$ cat config.mk
export PLATFORM = sky130hd
export DESIGN_NAME = seg_scan_ctrl
export DESIGN_NICKNAME = d
export VERILOG_FILES = /design/src/rtl/seg_pkg.sv /design/src/rtl/seg_decoder.sv /design/src/rtl/seg_scan_ctrl.sv
export SDC_FILE = /design/constraint.sdc
export NUM_CORES = 1
export LEC_CHECK = 0
export ABC_AREA = 1
export CORE_MARGIN = 5
export CORE_UTILIZATION = 39
export CTS_CLUSTER_DIAMETER = 100
export CTS_CLUSTER_SIZE = 30
export DETAILED_ROUTE_END_ITERATION = 16
export DONT_BUFFER_PORTS = 1
export PLACE_DENSITY_LB_ADDON = 0.15
export SYNTH_ARGS = -nofsm -noshare
export SYNTH_HDL_FRONTEND = slang
export SYNTH_SLANG_ARGS = --single-unit
$ cat constraint.sdc
create_clock -name clk -period 3.1 [get_ports clk]
set_input_delay 0.31 -clock clk [delete_from_list [all_inputs] [get_ports clk]]
set_output_delay 0.31 -clock clk [all_outputs]
set_load 0.03 [all_outputs]
$ cat src/rtl/seg_pkg.sv
// Shared constants for the 7-segment scan controller: segment patterns
// (bit7=a .. bit1=g, bit0=dp, active-high) and the scan FSM state type.
package seg_pkg;

    localparam logic [7:0] SEG_0     = 8'hFC;
    localparam logic [7:0] SEG_1     = 8'h60;
    localparam logic [7:0] SEG_2     = 8'hDA;
    localparam logic [7:0] SEG_3     = 8'hF2;
    localparam logic [7:0] SEG_4     = 8'h66;
    localparam logic [7:0] SEG_5     = 8'hB6;
    localparam logic [7:0] SEG_6     = 8'hBE;
    localparam logic [7:0] SEG_7     = 8'hE0;
    localparam logic [7:0] SEG_8     = 8'hFE;
    localparam logic [7:0] SEG_9     = 8'hF6;
    localparam logic [7:0] SEG_BLANK = 8'h00;

    typedef enum logic {
        ST_BLANK = 1'b0,
        ST_SCAN  = 1'b1
    } state_t;

endpackage

$ cat src/rtl/seg_decoder.sv
// Combinational BCD to 7-segment decoder; non-BCD codes (10..15) render blank.
module seg_decoder
    import seg_pkg::*;
(
    input  logic [3:0] bcd_i,
    output logic [7:0] seg_o
);

    always_comb begin
        seg_o = SEG_BLANK;
        case (bcd_i)
            4'd0:    seg_o = SEG_0;
            4'd1:    seg_o = SEG_1;
            4'd2:    seg_o = SEG_2;
            4'd3:    seg_o = SEG_3;
            4'd4:    seg_o = SEG_4;
            4'd5:    seg_o = SEG_5;
            4'd6:    seg_o = SEG_6;
            4'd7:    seg_o = SEG_7;
            4'd8:    seg_o = SEG_8;
            4'd9:    seg_o = SEG_9;
            default: seg_o = SEG_BLANK;
        endcase
    end

endmodule

$ cat src/rtl/seg_scan_ctrl.sv
// Multiplexed 7-segment scan controller with a double-buffered display value.
// Optional leading-zero blanking is enabled by defining SEG_LZB_EN.
module seg_scan_ctrl
    import seg_pkg::*;
#(
    parameter int DIGITS = 8,
    parameter int DWELL  = 1000,
    parameter int BLANK  = 4
) (
    input  logic                  clk,
    input  logic                  rst_n,
    // Handshake: a transfer happens on a rising edge where upd_valid && upd_ready;
    // upd_valid while upd_ready is low is ignored and upd_data may change freely.
    input  logic                  upd_valid,
    input  logic [4*DIGITS-1:0]   upd_data,
    output logic                  upd_ready,
    input  logic [DIGITS-1:0]     digit_en,
    output logic [DIGITS-1:0]     cat,
    output logic [7:0]            signal,
    output logic                  frame_done,
    output state_t                dbg_state_o
);

    localparam int CMAX = (DWELL > BLANK) ? DWELL : BLANK;
    localparam int CW   = $clog2(CMAX);
    localparam int IW   = $clog2(DIGITS);

    state_t                state_q, state_d;
    logic [CW-1:0]         cnt_q, cnt_d;
    logic [IW-1:0]         idx_q, idx_d;
    logic [4*DIGITS-1:0]   active_q, active_d;
    logic [4*DIGITS-1:0]   shadow_q, shadow_d;
    logic                  pending_q, pending_d;
    logic [DIGITS-1:0]     cat_q, cat_d;
    logic [7:0]            signal_q, signal_d;
    logic                  frame_done_q, frame_done_d;
    logic                  upd_ready_q, upd_ready_d;

    logic                  commit;
    logic                  xfer;
    logic [4*DIGITS-1:0]   active_shifted;
    logic [3:0]            nibble;
    logic [7:0]            seg_pat;
    logic                  digit_vis;

    // Slot sequencing: BLANK dead-time, then DWELL cycles of one digit.
    always_comb begin
        state_d = state_q;
        cnt_d   = cnt_q + CW'(1);
        idx_d   = idx_q;
        commit  = 1'b0;
        case (state_q)
            ST_BLANK: begin
                if (cnt_q == CW'(BLANK - 1)) begin
                    state_d = ST_SCAN;
                    cnt_d   = '0;
                end
            end
            ST_SCAN: begin
                if (cnt_q == CW'(DWELL - 1)) begin
                    state_d = ST_BLANK;
                    cnt_d   = '0;
                    if (idx_q == IW'(DIGITS - 1)) begin
                        idx_d  = '0;
                        commit = 1'b1;
                    end else begin
                        idx_d  = idx_q + IW'(1);
                    end
                end
            end
            default: begin
                state_d = ST_BLANK;
                cnt_d   = '0;
                idx_d   = '0;
            end
        endcase
    end

    // Shadow/active buffering; the active value only moves at frame end.
    always_comb begin
        xfer      = upd_valid && !pending_q;
        shadow_d  = xfer ? upd_data : shadow_q;
        active_d  = active_q;
        pending_d = pending_q;
        if (commit && pending_q) begin
            active_d  = shadow_q;
            pending_d = 1'b0;
        end
        if (xfer) begin
            pending_d = 1'b1;
        end
    end

    // Outputs are computed from next-state values so the registered
    // cat/signal line up with the registered FSM state.
    always_comb begin
        active_shifted = active_q >> {idx_d, 2'b00};
        nibble         = active_shifted[3:0];
    end

    seg_decoder u_decoder (
        .bcd_i (nibble),
        .seg_o (seg_pat)
    );

`ifdef SEG_LZB_EN
    logic [DIGITS-1:0] lzb_blank;
    logic              lead_zero;

    // A digit is blanked when it and every more significant nibble are zero.
    always_comb begin
        lzb_blank = '0;
        lead_zero = 1'b1;
        for (int i = DIGITS - 1; i >= 1; i--) begin
            lead_zero    = lead_zero && (active_q[4*i +: 4] == 4'd0);
            lzb_blank[i] = lead_zero;
        end
        digit_vis = digit_en[idx_d] && !lzb_blank[idx_d];
    end
`else
    always_comb begin
        digit_vis = digit_en[idx_d];
    end
`endif

    always_comb begin
        cat_d        = '0;
        signal_d     = SEG_BLANK;
        if ((state_d == ST_SCAN) && digit_vis) begin
            cat_d    = DIGITS'(1) << idx_d;
            signal_d = seg_pat;
        end
        frame_done_d = commit;
        upd_ready_d  = !pending_d;
    end

    always_ff @(posedge clk or negedge rst_n) begin
        if (!rst_n) begin
            state_q      <= ST_BLANK;
            cnt_q        <= '0;
            idx_q        <= '0;
            active_q     <= '0;
            shadow_q     <= '0;
            pending_q    <= 1'b0;
            cat_q        <= '0;
            signal_q     <= SEG_BLANK;
            frame_done_q <= 1'b0;
            upd_ready_q  <= 1'b1;
        end else begin
            state_q      <= state_d;
            cnt_q        <= cnt_d;
            idx_q        <= idx_d;
            active_q     <= active_d;
            shadow_q     <= shadow_d;
            pending_q    <= pending_d;
            cat_q        <= cat_d;
            signal_q     <= signal_d;
            frame_done_q <= frame_done_d;
            upd_ready_q  <= upd_ready_d;
        end
    end

    assign cat         = cat_q;
    assign signal      = signal_q;
    assign frame_done  = frame_done_q;
    assign upd_ready   = upd_ready_q;
    assign dbg_state_o = state_q;

endmodule

# == Yosys cells after proc, flatten, opt, wreduce, memory -nomap -nowiden ==
# Memory sizes are Yosys's and may differ from the RTL's.
# Cells that the tools add are included.
# word_totals
ff_bits,97
rom_bits,112
input_bits,43
output_inout_bits,19
word_cells,43
mem_count,1
# mem_list
name,depth,word_bits,read_ports,rd_clocked_by_memory_dff,wr,line_no,rtl
(name not given),16,7,1,0,0,seg_decoder.sv:11,case (bcd_i)
# classes
add_sub_neg,2
n_lt_le_gt_ge,1
eq_ne,3
shifts,2
n_mux,18
bitwise_logic,1
reduce_logical,5
# ops
operator,n
32-bit by 5-bit >> shifter with 4-bit output,1
10-bit two-way mux,2
10-bit one-hot mux with 2 select lines,1
8-bit two-way mux,2
"10-bit by 1-bit adder with 10-bit output, second input constant",1
"10-bit == test, second input constant",1
"10-bit by 2-bit == test with 1-bit output, second input constant",1
3-bit two-way mux,3
1-bit two-way mux,8
"1-bit by 3-bit << shifter with 8-bit output, first input constant",1
"3-bit by 4-bit less-than comparator with 1-bit output, second input constant",1
"3-bit by 1-bit adder with 3-bit output, second input constant",1
1-bit binary-select mux with 3-bit select,1
"3-bit == test, second input constant",1
1-bit logical AND,3
1-bit zero test,2
1-bit one-hot mux with 2 select lines,1
1-bit NOT,1

# == Depth between registers and ports, before layout ==
# Gate-level depths: netlist of the first run.
# logic_depth
depth_word,8
ltp_mapped,20
depth_no_buf,19

# == Cells and area by module ==
# From an unflattened synthesis of the first run, not the netlist that was laid out.
# hier_totals
cells_unflattened,455
hier_area_um2,4379.2
# modules_own_cells
mod,instances,cells_per_inst,area_each_um2,seq_area_each_um2
seg_scan_ctrl,1,414,4157.7,2428.6
seg_decoder,1,41,221.5,0.0

# == Worst setup path after synthesis of the first run ==
# No wires, ideal clock.
# synth_timing
path_type,register to register
startpoint,register idx_q[0]
endpoint,"register signal_q[4], in the netlist signal[4]"
setup_time_ns,0.069
arrival_time_ns,2.343
t_required_ns,3.031
setup_slack_ns,0.688
stages_incl_launch_ff,18
n_path_buf,1
synth_period_minus_slack_ns,2.412
cell_sequence,dfrtp_1 > ha_1 > ha_1 > nor2_1 > nand4_2 > nand2_4 > buf_6 > nand2_1 > nand2_1 > nand2_1 > nand2_1 > nand2_1 > nand2_1 > inv_1 > ha_1 > nor2_2 > nor2_1 > nor2_2
# synth_via
elab_chain_len,8
word_cells_on_any_way,11
cone_classes,add/sub (1); eq/ne (1); shift (1); mux (6); reduce/logical (1); memory (1)
# synth_rtl
item,line_no,rtl
start: declaration,seg_scan_ctrl.sv:30,"logic [IW-1:0] idx_q, idx_d;"
start signal: assignment,seg_scan_ctrl.sv:152,idx_q <= idx_d;
3-bit by 1-bit adder with 3-bit output or 3-bit == test (tied branches),"seg_scan_ctrl.sv:67, seg_scan_ctrl.sv:63",
3-bit two-way mux,seg_scan_ctrl.sv:63,if (idx_q == IW'(DIGITS - 1)) begin
3-bit two-way mux,seg_scan_ctrl.sv:60,if (cnt_q == CW'(DWELL - 1)) begin
3-bit two-way mux (*),seg_scan_ctrl.sv:52,case (state_q)
via idx_d[0],seg_scan_ctrl.sv:30,
"parallel branches: the longest is 3 deep, another holds memory read 16 x 7 bit",-,
8-bit two-way mux (*),seg_scan_ctrl.sv:129,if ((state_d == ST_SCAN) && digit_vis) begin
via signal_d[4],seg_scan_ctrl.sv:35,"logic [7:0] signal_q, signal_d;"
end signal: assignment,seg_scan_ctrl.sv:157,signal_q <= signal_d;
end: declaration,seg_scan_ctrl.sv:35,
# Mark *: on every way through the listed nets, which the timed path passes. The select of a mux whose other input is x is not followed.
# A chain may end at the register's enable or synchronous reset.

# == Final worst setup path of the first run ==
# layout_timing
startpoint,register idx_q[0]
endpoint,"register signal_q[4], in the netlist signal[4]"
# layout_via
elab_chain_len,8
word_cells_on_any_way,11
cone_classes,add/sub (1); eq/ne (1); shift (1); mux (6); reduce/logical (1); memory (1)
# layout_rtl
item,line_no
3-bit by 1-bit adder with 3-bit output or 3-bit == test (tied branches),"seg_scan_ctrl.sv:67, seg_scan_ctrl.sv:63"
3-bit two-way mux,seg_scan_ctrl.sv:63
3-bit two-way mux,seg_scan_ctrl.sv:60
3-bit two-way mux (*),seg_scan_ctrl.sv:52
"parallel branches: the longest is 3 deep, another holds memory read 16 x 7 bit",-
8-bit two-way mux (*),seg_scan_ctrl.sv:129
via signal_d[4],seg_scan_ctrl.sv:35
# Marks and branches as above.

==> results of run 1 <==
==> worst max-delay path, cell delays in order, from the launching register on <==
cell,delay [ps]
dfrtp_1,430
ha_1,220
ha_1,200
nor2_1,150
nand4_2,180
nand2_4,270
nand2_1,90
nand2_1,70
nand2_1,50
nand2_1,70
nand2_1,40
nand2_1,130
inv_1,100
ha_1,310
nor2_2,140
nor2_1,70
nor2_2,90
==> cell families (layout without fill, tap and decap cells) <==
logic type / after synthesis / count (layout)
buffers and inverters: 99 / 102
adders and majority gates: 8 / 8
DFF: 96 / 96
and+or+nand+nor: 254 / 254
xor gates and xnor gates: 1 / 1
AOI/OAI and AO/OA: 72 / 72
other: 1 / 1
muxes: 4 / 4
==> power by group through the flow <==
stage                     combinational [W]  clock (W)  sequential, W
after floorplan                   0.0000133          0        0.00129
after global placement            0.0000145          0        0.00129
after detailed placement          0.0000146          0        0.00129
after CTS                         0.0000449    0.00106        0.00127
after global routing              0.0000503    0.00112        0.00127
final                             0.0000418    0.00103        0.00127
==> layout by cell type, fill, tap and decap left out, types with 4 or more instances in the layout <==
cell	instances
nand2_1	134
ha_1	8
buf_4	5
nor2_1	62
dfrtp_1	95
nand2_2	12
inv_2	5
nand3_1	12
a21oi_1	33
o21ai_0	33
nor2_2	8
clkbuf_1	4
clkbuf_16	9
nand2_4	5
inv_1	74
mux2_2	4
nor3_1	7
o21ai_1	4
==> how the worst max path moves through the flow <==
stage	end	slack, ps	depth (start not counted)
floorplan	signal[4]	690	17
global placement	signal[4]	530	16
detailed placement	signal[4]	430	16
CTS	signal[4]	410	16
global route	signal[4]	150	16
finish	signal[4]	410	16
==> cell type report <==
| class | instances | area share [%] |
|---|---|---|
| clock buffers | 15 | 5.47 |
| clock inverters | 1 | 0.102 |
| inverters | 79 | 6.05 |
| multi-input cells | 340 | 34.1 |
| flip-flops and latches | 96 | 49.1 |
| well taps | 143 | 3.65 |
| repair buffers | 7 | 1.53 |
==> state kept, by name, summed over array words and instances (netlist names) <==
register and flops:
active_q 32, shadow_q 32, cnt_q 10, cat 8, signal 7, idx_q 3, dbg_state_o 1, frame_done 1
pending_q 1, upd_ready 1
==> timing repair <==
| action | in CTS | in global routing |
|---|---|---|
| hold buffers | 2 | 0 |
| setup endpoints to repair | 0 | 0 |
| gates resized for setup | 0 | 0 |
| hold endpoints to repair | 96 | 0 |
==> routing by layer <==
metal / GRT usage (%) / wire length (um)
met3: 4.63 / 492
met2: 19.6 / 3640
met1: 18.3 / 4160
met4: 6.96 / 205
met5: 0 / 0
==> cells in the mapped netlist <==
cell and n:
nand3_1 12, nor2_2 8, nand4_2 1, nand4_1 2
nor4_1 2, mux2_2 4, nand2_1 135, nor2_4 3
o21ai_1 4, ha_1 8, o21ai_0 33, o41ai_2 1
dfstp_2 1, nand3_4 1, nor2_1 62, buf_6 4
nand2_2 11, inv_1 74, buf_2 2, clkbuf_1 12
a21oi_2 1, nand3b_1 2, nand2_4 5, conb_1 1
inv_2 5, nor3b_1 3, buf_4 2, a21oi_1 33
nor3_1 7, dfrtp_1 95, xor2_1 1
==> per-stage QoR <==
| step | setup slack (ps) | cell area (um2) | hold WS [ps] | util (%) | instances |
|---|---|---|---|---|---|
| floorplan | 688 | 4480 | 14.4 | - | 535 |
| global placement | 530 | 4590 | 18.6 | 40.5 | 663 |
| detailed placement | 431 | 4590 | 18.6 | 40.5 | 663 |
| CTS | 406 | 4900 | 95.0 | 43.3 | 681 |
| global route | 147 | 4900 | 98.3 | 43.3 | 681 |
| finish | 414 | 4900 | 108 | 43.3 | 681 |
==> out/qor.yml, run 1 <==
reg2reg_depth: 16
fmax_mhz: 372
routed_wl_um: 8500
synth_compound_area_share_pct: 8.37
grt_pass1_wl_um: 14500
reg2reg_to: "signal[4]"
drtPass1Iterations: 4
final_max_slew_viol_count: 0
gp_congestion: 0.827
clk_pin_slew_ps: 60
critPathLaunch: "idx_q[0]"
fillers: 1142
p_sw_w: 0.000486
worstSetupStartpointType: "flop"
worst_pin_slew_ps: 842
grt_pass1_vias: 3056
syn_to_final_growth_pct: 9.24
hpwlAfterDp_um: 6070
antenna_found_initial: 0
hp-class: "in2reg"
final.setup.tns_ps: 0
muxShareOfSynthArea_pct: 1.00
hold_path_depth: 1
die-width_um: 117
internal_power_w: 0.00185
hp-start: "upd_data[0]"
yosys.area_share.simple_pct: 25.3
via_count: 3105
maxCapViolations: 0
power_leakage_nw: 2.56
ir_drop_mv: 0.325
drt_iter0_drc: 169
seq_area_um2: 2400
comb_power_share_pct: 1.8
rsz0062_at_grt: "false"
relSlewSlack_pct: 43.2
core_area_um2: 11300
finalSetupViolations: 0
multi_input_area_um2: 1670
yosysWarnings: 0
worstSetupPathType: "reg2reg"
htreeDepth: 3
clock_power_share_pct: 44.0
routedWlPerCell_um: 12.5
yosys-top-cells-area: "dfrtp_1 53%, nand2_1 11%, inv_1 6.2%"
synth.avg_cell_area_um2: 8.38
finalHoldViolCount: 0
drive_gt1_share_pct: 11.2
r2r_start: "idx_q[0]"
synth_top_family_by_area: "simple AND/OR/NAND/NOR gates"
initial_utilization_pct: 39.6
fin_crit_ps: 2690
total_power_w: 0.00234
drc_errors: 0
fin_crit_sh_pct: 86.6
fin_worst_skew_ps: 7.03
grt_max_degree: 97
switching_share_pct: 20.8
ios: 62
yosys.area.top_type_share_pct: 53.0
ys_seq_elements: 96
grt-ovfl-total: 0
worst_setup_path_end_kind: "flop"
numCtsBuffers: 9
port_buffers: 0
cts_sinks: 96
cp.required_ps: 3380
cp.arrival_ps: 2960
cts_tree: "done"
rows: 39
worstHoldEndpoint: "shadow_q[0]"
worstPathMaxFanout: 25
syn_inst: 535
antenna_cells: 0
synth-adder-area-share_pct: 2.23
cts_buffer_depth: 2
die-area_um2: 13700
yosys.area.top_type: "dfrtp_1"
seqPwrFrac_pct: 54.2
worstSkewPairLatency_ps: 350
status: "finished clean"
post_cts_buffers: 0
ant_nets: 0
synth_fp_nets: 586
netlist_area_um2: 4480
r2r_slack_ps: 410
yosysSeqAreaShare_pct: 53.6
yosysUniqueCellTypes: 31
nNetsFinal: 584
power_density_nw_per_um2: 478
vias_per_cell: 4.56
cts_root_buf: "clkbuf_16"
grt_util_all_layers_pct: 13.7
die_h_um: 117
synth_xor_area_share_pct: 0.195
(Power assumes the default switching activity.)
==> run 2: changes to the inputs <==
Settings changed: CAP_MARGIN set to 0.
Clock period 3.1 ns to 2.8 ns, I/O delays scaled along.
==> out/qor.yml, run 2 (synthesis gave the netlist of run 1 again) <==
status: "finished clean"
routed_wl_um: 8890  # +4.5%
grt_pass1_wl_um: 14900  # +2.6%
worstSetupPathType: "reg2reg"
hpwlAfterDp_um: 6190  # +2.0%
fmax_mhz: 385  # +3.4%
syn_to_final_growth_pct: 12.9
multi_input_area_um2: 1690  # +1.2%
clk_pin_slew_ps: 70  # about the same
via_count: 3146  # +1.3%
core_area_um2: 11300  # unchanged
nNetsFinal: 592  # +1.4%
grt_use_met2_pct: 20.2  # +0.53 points
antenna_found_initial: 0  # unchanged
port_buffers: 0  # unchanged
cts_sinks: 96  # unchanged
layout_commonest_cell: "nand2_1"
maxCapViolations: 0  # unchanged
worstPathMaxFanout: 7  # -72%
antenna_cells: 0  # unchanged
top_regs: "active_q x32, shadow_q x32, cnt_q x10"
drt_iter0_drc: 140  # -17%
worst_slack_ps: 202  # -212 ps
ir_drop_mv: 0.416  # +28%
pre_cts_ws_ps: 98.8  # -332 ps
mostFrequentLayoutCells: "133 x nand2_1, 94 x dfrtp_1, 73 x inv_1, 61 x nor2_1"
cts_buffer_depth: 2  # unchanged
gp_congestion: 0.807  # -2.3%
r2r_start: "idx_q[0]"
use_met1_pct: 19.5  # +1.2 points
critPathLaunch: "idx_q[0]"
finalSetupViolations: 0  # unchanged
htreeDepth: 3  # unchanged
die-area_um2: 13700  # unchanged
power_leakage_nw: 2.66  # +3.8%
drive_gt1_share_pct: 13.7  # +2.6 points
final_max_slew_viol_count: 0  # unchanged
worstSkewPairLatency_ps: 350  # about the same
finalHoldViolCount: 0  # unchanged
fin_crit_ps: 2600  # -88.1 ps
die_h_um: 117  # unchanged
power_density_nw_per_um2: 565  # +18%
vias_per_cell: 4.57  # +0.14%
fin_worst_skew_ps: 9.29  # +2.26 ps
relSlewSlack_pct: 38.9  # -4.3 points
grt_busiest_layer: "met2"
numCtsBuffers: 9  # unchanged
cts_root_buf: "clkbuf_16"
ant_nets: 0  # unchanged
grt_max_degree: 97  # unchanged
hp-class: "in2reg"
seq_area_um2: 2400  # about the same
hp-start: "upd_data[31]"
drc_errors: 0  # unchanged
die-width_um: 117  # unchanged
fin_crit_sh_pct: 92.8  # +6.1 points
worst_setup_path_end_kind: "flop"
initial_utilization_pct: 39.6  # unchanged
rows: 39  # unchanged
gr-usage-met3_pct: 4.42  # -0.21 points
ios: 62  # unchanged
routedWlPerCell_um: 12.9  # +3.3%
cp.arrival_ps: 2870  # -90 ps
grt_util_all_layers_pct: 13.9  # +0.28 points
worstSetupStartpointType: "flop"
drtPass1Iterations: 4  # unchanged
grt-ovfl-total: 0  # unchanged
final.setup.tns_ps: 0  # unchanged
fillers: 1137  # -0.44%
worst_pin_slew_ps: 906  # +63.5 ps
cp.required_ps: 3070  # -310 ps
grt_pass1_vias: 3083  # +0.88%
cts_tree: "done"
run 2: changes by cell type in the layout (fill, tap and decap cells not counted), sizes merged:
cell,change
buf,+7
clkbuf,-4
bufinv,+3
clkinv,+1
nand2,+1
run 2: routing by layer:
| layer | part of all wire [%] | wire length, um |
|---|---|---|
| met3 | 4.6 | 410 |
| met1 | 50 | 4490 |
| met5 | 0 | 0 |
| met4 | 1.6 | 144 |
| met2 | 43 | 3850 |
run 2: path summary, 6_finish.rpt:
kind / end / slack [ps] / cells past startpoint
max: signal[4] / 200 / 17
min: shadow_q[31] / 80 / 1
max reg2reg: signal[4] / 200 / 17
min reg2reg: cnt_q[0] / 470 / 1
max in group asynchronous: active_q[16] / 1900 / 2
min in group asynchronous: cnt_q[8] / 510 / 2
run 2: cell type report:
cell class / count / area share, %
flip-flops and latches: 96 / 47.5
multi-input cells: 341 / 33.4
inverters: 79 / 5.91
clock buffers: 11 / 4.80
well taps: 143 / 3.54
repair buffers: 14 / 2.77
clock inverters: 5 / 2.05
run 2: power by group:
| group | internal (W) | switching [W] |
|---|---|---|
| Sequential | 0.00139 | 0.0000126 |
| Clock | 0.000897 | 0.000512 |
| Combinational | 0.00000990 | 0.0000372 |
| Total | 0.00230 | 0.000562 |
run 2: metrics by stage:
step / util (%) / instances / power, W / hold slack [ps] / cell area (um2)
final: 44.7 / 689 / 0.00286 / 77.6 / 5060
after global routing: 44.7 / 689 / 0.00297 / 65.2 / 5060
after CTS: 44.1 / 682 / 0.00290 / 64.8 / 4990
after detailed placement: 40.7 / 664 / 0.00145 / -12.5 / 4610
after global placement: 40.7 / 664 / 0.00145 / -12.1 / 4610
after floorplan: - / 535 / 0.00145 / -15.6 / 4480
run 2: worst max-delay path: stages, from the launching register on:
cell and delay, ps:
dfrtp_2 440, ha_1 210, ha_1 210, nor2_2 140
inv_1 60, nand4_1 200, nand2_2 180, nand2_1 90
nand2_1 60, nand2_1 60, nand2_1 50, nand2_1 60
nand2_2 110, inv_1 90, ha_1 240, nor2_2 150
nor2_1 70, nor2_2 100
run 2: what timing repair did:
item,in CTS,in global routing
resized for setup,0,6
endpoints found under the setup margin,0,6
endpoints found under the hold margin,96,0
buffers inserted,0,6
hold buffers,2,0
==> run 3: changes to the inputs <==
Settings changed: CORE_UTILIZATION 39 to 60.
Clock period 2.8 ns to 2.91 ns, I/O delays scaled along.
==> out/qor.yml, run 3 (synthesis gave the netlist of run 1 again) <==
status: "finished clean"
cts_tree: "done"
hpwlAfterDp_um: 5840  # -5.7%
drt_iter0_drc: 138  # -1.4%
antenna_found_initial: 0  # unchanged
relSlewSlack_pct: 41.5  # +2.6 points
r2r_slack_ps: 300  # +90 ps
worstHoldEndpoint: "shadow_q[8]"
ir_drop_mv: 0.273  # -34%
total_power_w: 0.00237  # -17%
placed_area_um2: 4530  # -1.8%
drive_gt1_share_pct: 12.1  # -1.7 points
cp_common_cell: "nand2_1"
drc_errors: 0  # unchanged
routed_wl_um: 8390  # -5.6%
grt_max_degree: 97  # unchanged
layout_commonest_cell: "nand2_1"
fin_crit_sh_pct: 89.8  # -3.0 points
grt_util_all_layers_pct: 20.1  # +6.1 points
ant_nets: 0  # unchanged
via_count: 3266  # +3.8%
hp-class: "in2reg"
top_regs: "active_q x32, shadow_q x32, cnt_q x10"
pre_cts_ws_ps: 255  # +156 ps
slowest_delay_ps: 390  # -50 ps
worst_setup_path_end_kind: "flop"
critical_path.cell_chain: "ha_1 -> nand2_2 -> nor2_4 -> nand3_4 -> nand2_2 -> nand2_4 -> inv_2 -> nand2_1 -> nand2_1 -> nand2_1 -> nand2_1 -> inv_1 -> ha_1 -> nor2_2 -> nor2_1 -> nor2_2"
fillers: 653  # -43%
cts_buffer_depth: 2  # unchanged
worst_pin_slew_ps: 868  # -38.2 ps
worstSetupPathType: "reg2reg"
die-area_um2: 9300  # -32%
routedWlPerCell_um: 13.2  # +2.1%
rows: 31  # -21%
final_cell_area_um2: 4820  # -4.8%
grt_pass1_wl_um: 14600  # -1.8%
htreeDepth: 3  # unchanged
mostFrequentLayoutCells: "134 x nand2_1, 95 x dfrtp_1, 74 x inv_1, 61 x nor2_1"
clk_pin_slew_ps: 100  # +30 ps
worstPathMaxFanout: 14  # +7
maxCapViolations: 0  # unchanged
power_density_nw_per_um2: 492  # -13%
cp_slowest_cell: "dfrtp_1"
reg2reg_depth: 16  # -1
rsz0062_at_grt: "false"
final.setup.tns_ps: 0  # unchanged
numCtsBuffers: 9  # unchanged
cp.required_ps: 3200  # +130 ps
vias_per_cell: 5.13  # +12%
fmax_mhz: 383  # -0.61%
ios: 62  # unchanged
final_max_slew_viol_count: 0  # unchanged
cts_root_buf: "clkbuf_8"
fin_worst_skew_ps: 12.4  # +3.10 ps
worst_slack_ps: 296  # +94.1 ps
port_buffers: 0  # unchanged
worst_hold_slack_ps: 77.9  # +0.291 ps
cp.arrival_ps: 2910  # +40 ps
finalHoldViolCount: 0  # unchanged
die-width_um: 96.5  # -18%
nNetsFinal: 584  # -1.4%
fin_crit_ps: 2610  # +15.9 ps
worstSetupStartpointType: "flop"
cts_sinks: 96  # unchanged
grt-ovfl-total: 0  # unchanged
hold_path_depth: 2  # +1
reg2reg_to: "signal[4]"
r2r_start: "cnt_q[0]"
die_h_um: 96.5  # -18%
antenna_cells: 0  # unchanged
critPathBufInv: 2  # unchanged
power_leakage_nw: 2.56  # -3.6%
cp_top_family: "simple AND/OR/NAND/NOR gates"
multi_input_area_um2: 1700  # +0.67%
core_area_um2: 7250  # -36%
syn_to_final_growth_pct: 7.48
grt_pass1_vias: 3366  # +9.2%
gp_congestion: 0.828  # +2.6%
finalSetupViolations: 0  # unchanged
hp-start: "upd_data[8]"
worstSkewPairLatency_ps: 360  # about the same
initial_utilization_pct: 61.8  # +22 points
seq_area_um2: 2400  # about the same
drtPass1Iterations: 4  # unchanged
## run 3: cell types whose count changed in the layout (fill, tap and decap cells not counted), moves of 2 or more
cell | before | now
clkbuf_16 | 9 | 0
clkbuf_8 | 1 | 9
buf_4 | 11 | 4
inv_6 | 0 | 2
nand2_2 | 14 | 12
## run 3: metal layers
layer	up-vias	share of wire, %	global-route usage [%]
met2	69	48	34.3
met1	1545	46	25.7
met4	0	1.5	7.24
met3	12	4.3	3.64
met5	-	0	0
li1	1640	-	-
## run 3: where the power goes
group,internal [W],leakage [nW],switching (W)
Sequential,0.00134,1.13,0.0000121
Combinational,0.00000951,1.31,0.0000347
Clock,0.000495,0.112,0.000481
## run 3: layout make-up
| type | instances | share of cell area (%) |
|---|---|---|
| clock buffers | 9 | 2.57 |
| clock inverters | 7 | 2.10 |
| inverters | 79 | 6.15 |
| multi-input cells | 341 | 35.3 |
| flip-flops and latches | 96 | 49.9 |
| well taps | 99 | 2.57 |
| repair buffers | 6 | 1.40 |
## run 3: timing repair
item | in CTS | in global routing
resized for setup | 0 | 3
buffers inserted | 0 | 0
hold buffers | 2 | 0
endpoints found under the hold margin | 96 | 0
endpoints found under the setup margin | 0 | 2
## run 3: worst max path at each step
stage	start	to	slack [ps]	depth (start not counted)
finish	cnt_q[0]	signal[4]	300	16
global route	cnt_q[0]	signal[4]	7	16
CTS	idx_q[0]	signal[4]	230	16
detailed placement	idx_q[0]	signal[4]	250	16
global placement	idx_q[0]	signal[4]	350	16
floorplan	idx_q[0]	signal[4]	500	17
## run 3: worst reg2reg max path: cells and delay by family, from the launching register on
kind	cells	cell delay, ps
buffers and inverters	2	310
adder cells (fa/ha/maj)	2	530
AND/OR/NAND/NOR	12	1330
flip-flops	1	390
## run 3: per-stage QoR
stage,cells,utilization [%]
floorplan,535,-
global placement,618,62.4
detailed placement,618,62.4
CTS,636,66.0
global route,637,66.4
finish,637,66.4
